**src/rtl/matrix_row_scanner.sv**
```systemverilog
// Scan controller for a 16x16 LED matrix: per row it fetches two glyph bytes,
// shifts them out to the column drivers, latches, dwells, and scrolls the image.
module matrix_row_scanner #(
    parameter int DWELL           = 1000,
    parameter int FRAMES_PER_STEP = 8
) (
    input  logic       clk,
    input  logic       rst,
    input  logic       enable,
    output logic [6:0] rom_addr,
    input  logic [7:0] rom_dout,
    output logic       ser_data,
    output logic       ser_clk,
    output logic       ser_latch,
    output logic [3:0] row_sel,
    output logic       oe_n,
    output logic       frame_done,
    output logic [5:0] scroll_off
);

    localparam int              DW         = $clog2(DWELL + 1);
    localparam int              FW         = $clog2(FRAMES_PER_STEP + 1);
    localparam logic [DW-1:0]   DWELL_LOAD = DW'(DWELL - 1);
    localparam logic [FW-1:0]   FRAME_LAST = FW'(FRAMES_PER_STEP - 1);

    typedef enum logic [2:0] {IDLE, A0, A1, A2, SHIFT, LATCH, DWELL_ST} state_t;

    state_t        state, state_nx;
    logic [3:0]    row, row_nx;
    logic [5:0]    scroll_nx, g, g_nx;
    logic [FW-1:0] frame_cnt;
    logic [DW-1:0] dwell_cnt;
    logic [4:0]    shift_cnt;
    logic [15:0]   shreg;
    logic          dwell_end, frame_end, frame_step;

    always_comb begin
        dwell_end  = (state == DWELL_ST) && (dwell_cnt == '0);
        frame_end  = dwell_end && (row == 4'd15);
        frame_step = frame_end && (frame_cnt == FRAME_LAST);

        state_nx = state;
        case (state)
            IDLE:     if (enable) state_nx = A0;
            A0:       state_nx = A1;
            A1:       state_nx = A2;
            A2:       state_nx = SHIFT;
            SHIFT:    if (shift_cnt == 5'd0) state_nx = LATCH;
            LATCH:    state_nx = DWELL_ST;
            DWELL_ST: if (dwell_end) state_nx = enable ? A0 : IDLE;
            default:  state_nx = IDLE;
        endcase

        row_nx = row;
        if (dwell_end) row_nx = enable ? row + 4'd1 : 4'd0;
        scroll_nx = frame_step ? scroll_off + 6'd1 : scroll_off;
        g         = scroll_off + {2'b00, row};
        g_nx      = scroll_nx + {2'b00, row_nx};
    end

    always_ff @(posedge clk) begin
        if (rst) begin
            state      <= IDLE;
            row        <= '0;
            scroll_off <= '0;
            frame_cnt  <= '0;
            frame_done <= 1'b0;
            rom_addr   <= '0;
            row_sel    <= '0;
            shreg      <= '0;
            shift_cnt  <= '0;
            dwell_cnt  <= '0;
            ser_data   <= 1'b0;
            ser_clk    <= 1'b0;
            ser_latch  <= 1'b0;
            oe_n       <= 1'b1;
        end else begin
            state      <= state_nx;
            row        <= row_nx;
            scroll_off <= scroll_nx;
            frame_done <= frame_end;
            if (frame_end) frame_cnt <= frame_step ? '0 : frame_cnt + FW'(1);

            if (state_nx == A0)      rom_addr <= {g_nx, 1'b0};
            else if (state_nx == A1) rom_addr <= {g, 1'b1};

            case (state)
                A1: shreg[15:8] <= rom_dout;
                A2: begin
                    shreg[7:0] <= rom_dout;
                    shift_cnt  <= 5'd31;
                end
                SHIFT: begin
                    shift_cnt <= shift_cnt - 5'd1;
                    if (!shift_cnt[0]) shreg <= {shreg[14:0], 1'b0};
                end
                LATCH:    dwell_cnt <= DWELL_LOAD;
                DWELL_ST: if (!dwell_end) dwell_cnt <= dwell_cnt - DW'(1);
                default: ;
            endcase

            // Serial pins are registered from next-cycle values so the driver never sees glitches.
            ser_clk   <= (state == SHIFT) && shift_cnt[0];
            ser_latch <= (state_nx == LATCH);
            if (state == A2)
                ser_data <= shreg[15];
            else if (state == SHIFT && shift_cnt != 5'd0)
                ser_data <= shift_cnt[0] ? shreg[15] : shreg[14];
            else
                ser_data <= 1'b0;

            if (state_nx == LATCH) row_sel <= row;
            if (state_nx == DWELL_ST)                        oe_n <= 1'b0;
            else if (state_nx == IDLE || state_nx == LATCH) oe_n <= 1'b1;
        end
    end

endmodule

```
**config.mk**
```make
export PLATFORM = sky130hd
export DESIGN_NAME = matrix_row_scanner
export DESIGN_NICKNAME = d
export VERILOG_FILES = /design/src/rtl/matrix_row_scanner.sv
export SDC_FILE = /design/constraint.sdc
export NUM_CORES = 1
export LEC_CHECK = 0
export ABC_AREA = 1
export CAP_MARGIN = 30
export CORE_MARGIN = 4
export CORE_UTILIZATION = 35
export CTS_CLUSTER_SIZE = 10
export DETAILED_ROUTE_END_ITERATION = 7
export PLACE_DENSITY = 0.59
export RECOVER_POWER = 25
export SYNTH_ARGS = -nofsm -noshare
export SYNTH_HDL_FRONTEND = slang
export SYNTH_SLANG_ARGS = --single-unit
```
**constraint.sdc**
```tcl
create_clock -name clk -period 5.54 [get_ports clk]
set_clock_uncertainty 0.2 [all_clocks]
set_input_delay 1.662 -clock clk [delete_from_list [all_inputs] [get_ports clk]]
set_output_delay 1.662 -clock clk [all_outputs]
set_load 0.005 [all_outputs]
```
==> results of run 1 <==
-- flip-flops by register name, summed over array words and instances, names as in the netlist --
register / cells
dwell_cnt: 10
frame_cnt: 4
frame_done: 1
oe_n: 1
rom_addr: 7
row: 4
row_sel: 4
scroll_off: 6
ser_clk: 1
ser_data: 1
ser_latch: 1
shift_cnt: 5
shreg: 16
state: 3
-- final cells by class --
type,count,area [um^2],area share
clock buffer,9,124,0.0303
timing repair buffer,33,328,0.0803
clock inverter,7,120,0.0294
sequential,64,1280,0.314
inverter,55,210,0.0515
tap,129,161,0.0395
multi-input combinational,309,1860,0.455
-- per-stage QoR --
step / std cells / setup slack [ns] / total power, mW / hold slack (ns)
3_5_place_dp: 590 / 1.49 / 0.671 / 0.256
2_1_floorplan: 439 / 2.25 / 0.630 / 0.239
5_1_grt: 606 / 1.67 / 1.21 / 0.295
3_3_place_gp: 590 / 1.56 / 0.668 / 0.253
4_1_cts: 606 / 1.85 / 1.17 / 0.267
6_report: 606 / 1.81 / 1.16 / 0.268
-- logic make-up (layout without fill, tap and decap cells) --
group | after synthesis | after routing
AO/OA/AOI/OAI | 87 | 87
XOR/XNOR | 15 | 15
adder cells (fa/ha/maj) | 17 | 17
buffers and inverters | 66 | 104
flip-flops | 64 | 64
AND/OR/NAND/NOR | 190 | 190
-- placed cells by master, fill, tap and decap left out, types with 6 or more instances in the layout --
master / n
nand2_1: 83
dfxtp_1: 64
inv_1: 43
nor2_1: 36
clkdlybuf4s50_1: 31
o21ai_0: 30
a21oi_1: 26
a31oi_1: 23
nand3_1: 19
ha_1: 15
xor2_1: 12
inv_2: 10
clkbuf_8: 9
nand2_2: 8
nand3_2: 7
nor2_2: 6
-- power groups by stage --
stage | logic (mW) | clock network, mW | registers, mW
floorplan | 0.120 | 0 | 0.510
global route | 0.176 | 0.530 | 0.507
CTS | 0.158 | 0.512 | 0.503
detailed placement | 0.157 | 0 | 0.514
global placement | 0.155 | 0 | 0.513
finish | 0.156 | 0.497 | 0.503
-- worst max path at each step --
| stage | startpoint | endpoint | slack (ns) | cells after the start |
|---|---|---|---|---|
| after global placement | enable | rom_addr[5] | 1.56 | 13 |
| final | enable | rom_addr[5] | 1.81 | 13 |
| after CTS | enable | rom_addr[5] | 1.85 | 13 |
| after global routing | enable | rom_addr[5] | 1.67 | 13 |
| after floorplan | enable | rom_addr[5] | 2.25 | 12 |
| after detailed placement | enable | rom_addr[5] | 1.49 | 13 |
-- layer usage --
layer | vias up | track usage | part of all wire
met3 | 6 | 0.0488 | 0.042
met1 | 1338 | 0.186 | 0.46
met4 | 0 | 0.0329 | 0.0077
met5 | - | 0 | 0
met2 | 48 | 0.246 | 0.49
li1 | 1508 | - | -
-- worst max-delay path: stages --
cell,delay [ns]
clkdlybuf4s50_1,0.51
inv_1,0.12
o21ai_0,0.07
o21ai_0,0.14
inv_1,0.08
ha_1,0.23
fa_1,0.40
a31oi_1,0.19
nand3b_1,0.14
nand3_1,0.07
nand3_1,0.07
nand2_1,0.05
inv_1,0.07
==> results.json, run 1 <==
{
  "grt_max_degree": 35,
  "cts_setup_buffers": 0,
  "min_path_type": "register to register",
  "ant_nets": 0,
  "post-synth-top-count-cell": "nand2_1",
  "min_path_cells": 2,
  "wirelength_um": 7820,
  "yosys-top-cells-count": "83 x nand2_1, 64 x dfxtp_1, 43 x inv_1, 36 x nor2_1, 30 x o21ai_0",
  "vias": 2900,
  "synthAdderAreaFrac": 0.0670,
  "cts_buffers": 9,
  "clock_latency_ns": 0.34,
  "setup_viol": 0,
  "grt_pass1_wl_um": 13500,
  "ys_ff_latch": 64,
  "cp.arrival_ns": 3.81,
  "viasPerCell": 4.79,
  "synth-main-ff-cell": "dfxtp_1",
  "n_antenna_cell": 0,
  "ioPinCount": 33,
  "critPathMaxFanout": 5,
  "clk_pin_slew_worst_paths_ns": 0.07,
  "placementRows": 35,
  "grt.overflow.total": 0,
  "place.gp.congestion": 0.752,
  "antenna_found_initial": 0,
  "clk_path_buf_depth": 2,
  "root_buffer": "clkbuf_8",
  "synth_xor_area_frac": 0.0386,
  "drc": 0,
  "grt_setup_unrepaired": "false",
  "synth_top_area_cell": "dfxtp_1",
  "synth_compound_area_frac": 0.146,
  "period_share": 0.673,
  "syn_avg_cell_area_um2": 7.75,
  "first_pass_iters": 4,
  "synth_edf_count": 0,
  "max-cap-violations": 0,
  "pwr-share-seq": 0.435,
  "synthTopCellsByArea": "dfxtp_1 38%, nand2_1 9.2%, ha_1 5.5%",
  "layout-drive-gt1-share": 0.149,
  "die_h_um": 107,
  "nets": 500,
  "die_w_um": 107,
  "intPower_mw": 0.841,
  "hold_start": "shreg[0]",
  "clock-sinks": 64,
  "p_leak_nw": 1.79,
  "netlist_area_um2": 3400,
  "placed_area_um2": 3840,
  "cts_max_level": 3,
  "timing.setup.tns_ns": 0,
  "grt.total_usage": 0.147,
  "crit_required_ns": 5.62,
  "r2r-start": "row[1]",
  "cp-start-kind": "primary input",
  "ctsResizeCount": 0,
  "synth_nets": 467,
  "hold_viol_final": 0,
  "ir_drop_uv": 121,
  "max_slew_margin": 0.439,
  "r2r_slack_ns": 2.38,
  "tightest_slew_ns": 0.841,
  "max_freq_mhz": 268,
  "wl_per_cell_um": 12.9,
  "clockPowerShare": 0.430,
  "grt_pass1_vias": 2821,
  "synthCells": 439,
  "fin_area_um2": 4080,
  "crit_type": "primary input to register",
  "synthToLayoutAreaGrowth_pct": 20.1,
  "synthMuxAreaShare": 0,
  "yosys.area_share.simple": 0.295,
  "dieArea_um2": 11400,
  "async_flop_share": 0,
  "io_buffers": 32,
  "hpwl_um": 5630,
  "cts_tree": "yes",
  "p_comb_frac": 0.135,
  "status": "complete, no violations",
  "r2r_end": "rom_addr[6]",
  "powerDensity_nw_per_um2": 283,
  "hold_end": "shreg[0]",
  "slew_violations": 0,
  "drtIter0Drc": 104,
  "synth_top_family_by_area": "simple AND/OR/NAND/NOR gates",
  "switching_share": 0.273,
  "r2r_cells": 18,
  "end_kind": "register",
  "ys.warnings.count": 0,
  "initial_core_util": 0.365,
  "p_sw_mw": 0.315,
  "min_period_ns": 3.73,
  "cts_hold_buf": 0,
  "nFillCells": 958,
  "synth_seq_area_share": 0.377,
  "coreArea_um2": 9330,
  "synth_top_area_frac": 0.377,
  "post-route-util": 0.438,
  "synth_cell_types": 40
}
Power figures use the tool's default switching activity.
==> run 2: changes to the inputs <==
- clock period: 5.54 -> 3.8 ns (I/O delays scaled with it)
==> results.json, run 2 (same netlist as run 1, synthesis figures left out) <==
{
  "clock-sinks": 64,
  "p_comb_frac": 0.135,
  "tightest_slew_ns": 1.64,
  "power.total_mw": 1.68,
  "crit_type": "register to register",
  "max_flop_register": "shreg",
  "max_slew_margin": -0.0914,
  "hold_end": "shreg[0]",
  "dr.max_layer_used": "met4",
  "crit_required_ns": 3.76,
  "ant_nets": 0,
  "slew_violations": 34,
  "wirelength_um": 7700,
  "initial_core_util": 0.365,
  "timing.setup.tns_ns": 0,
  "viasPerCell": 4.80,
  "clockPowerShare": 0.429,
  "r2r_cells": 18,
  "p_leak_nw": 1.79,
  "nets": 500,
  "io_buffers": 32,
  "wl_per_cell_um": 12.7,
  "n_antenna_cell": 0,
  "max_freq_mhz": 309,
  "largest_register_ffs": 16,
  "min_path_cells": 2,
  "met3_length_um": 225,
  "ioPinCount": 33,
  "setup_viol": 0,
  "hold_viol_final": 0,
  "clock_latency_ns": 0.35,
  "root_buffer": "clkbuf_8",
  "r2r_end": "rom_addr[6]",
  "clk_pin_slew_worst_paths_ns": 0.08,
  "top_regs": "shreg (16), dwell_cnt (10), rom_addr (7)",
  "p_sw_mw": 0.457,
  "cp-start-kind": "register",
  "dieArea_um2": 11400,
  "route.layer.met1.wl_um": 3500,
  "cts_setup_buffers": 0,
  "final_cell_mix": "83 x nand2_1, 64 x dfxtp_1, 43 x inv_1",
  "ctsResizeCount": 0,
  "die_w_um": 107,
  "first_pass_iters": 5,
  "critPathMaxFanout": 7,
  "grt_pass1_vias": 2801,
  "pwr-share-seq": 0.436,
  "vias": 2908,
  "end_kind": "register",
  "grt.overflow.total": 0,
  "drc": 0,
  "status": "finished with violations",
  "drtIter0Drc": 131,
  "grt_setup_unrepaired": "false",
  "r2r-start": "row[1]",
  "switching_share": 0.272,
  "layout-drive-gt1-share": 0.147,
  "cts_buffers": 9,
  "r2r_slack_ns": 0.56,
  "hpwl_um": 5600,
  "grt_max_degree": 34,
  "clk_path_buf_depth": 2,
  "antenna_found_initial": 0,
  "powerDensity_nw_per_um2": 412,
  "met2_length_um": 3860,
  "min_period_ns": 3.24,
  "place.gp.congestion": 0.804,
  "placementRows": 35,
  "layout_commonest_cell": "nand2_1",
  "cp.arrival_ns": 3.20,
  "cts_max_level": 3,
  "violations": "max-capacitance violations, max-slew violations",
  "ir_drop_uv": 229,
  "synthToLayoutAreaGrowth_pct": 20.0,
  "intPower_mw": 1.23,
  "period_share": 0.851,
  "hold_start": "shreg[0]",
  "grt.total_usage": 0.142,
  "grt_pass1_wl_um": 13000,
  "min_path_type": "register to register",
  "max-cap-violations": 1,
  "die_h_um": 107,
  "cts_hold_buf": 0,
  "cts_tree": "yes",
  "coreArea_um2": 9330
}
-- run 2: changes by cell type in the layout (fill, tap and decap cells not counted) --
cell and delta:
buf_4 -1, clkbuf_1 +1
-- run 2: worst max path at each step --
| stage | from | to | slack [ns] |
|---|---|---|---|
| finish | row[1] | rom_addr[6] | 0.56 |
| global route | row[1] | rom_addr[6] | 0.23 |
| CTS | row[1] | rom_addr[6] | 0.58 |
| detailed placement | enable | rom_addr[5] | 0.29 |
| global placement | enable | rom_addr[5] | 0.33 |
| floorplan | row[1] | rom_addr[6] | 1.01 |
-- run 2: metrics by stage --
step	hold slack (ns)	std cells	utilization	area, um^2	setup slack, ns
after global placement	0.255	590	0.412	3840	0.333
after global routing	0.308	606	0.437	4080	0.227
after floorplan	0.239	439	-	3400	1.01
final	0.273	606	0.437	4080	0.564
after CTS	0.270	606	0.438	4080	0.582
after detailed placement	0.258	590	0.412	3840	0.286
-- run 2: layer usage --
| metal | track usage | vias to the layer above |
|---|---|---|
| li1 | - | 1511 |
| met1 | 0.166 | 1340 |
| met2 | 0.252 | 42 |
| met3 | 0.0403 | 15 |
| met4 | 0.0374 | 0 |
| met5 | 0 | - |
-- run 2: layout make-up --
type	instances	area (um^2)
fill	948	5250
multi-input combinational	309	1860
sequential	64	1280
timing repair buffer	33	324
inverter	55	210
tap	129	161
clock buffer	9	124
clock inverter	7	120
-- run 2: worst max-delay path: stages (launching register included) --
cell     delay (ns)
dfxtp_1        0.48
ha_1           0.23
nand2_1        0.08
nor2_2         0.29
nand4_4        0.23
nor2_1         0.16
xor2_1         0.20
inv_1          0.07
ha_1           0.33
nand2_1        0.09
nand2_1        0.04
a31oi_1        0.18
nor2_1         0.07
inv_1          0.07
nand2_1        0.07
nand3_1        0.08
nand2_1        0.07
nand3_2        0.08
a21oi_2        0.04
-- run 2: power by group through the flow --
stage          Clock (mW)  Combinational (mW)  Sequential, mW
4_1_cts             0.733               0.231           0.733
3_5_place_dp            0               0.230           0.749
6_report            0.721               0.228           0.733
2_1_floorplan           0               0.175           0.743
3_3_place_gp            0               0.227           0.748
5_1_grt             0.767               0.255           0.739
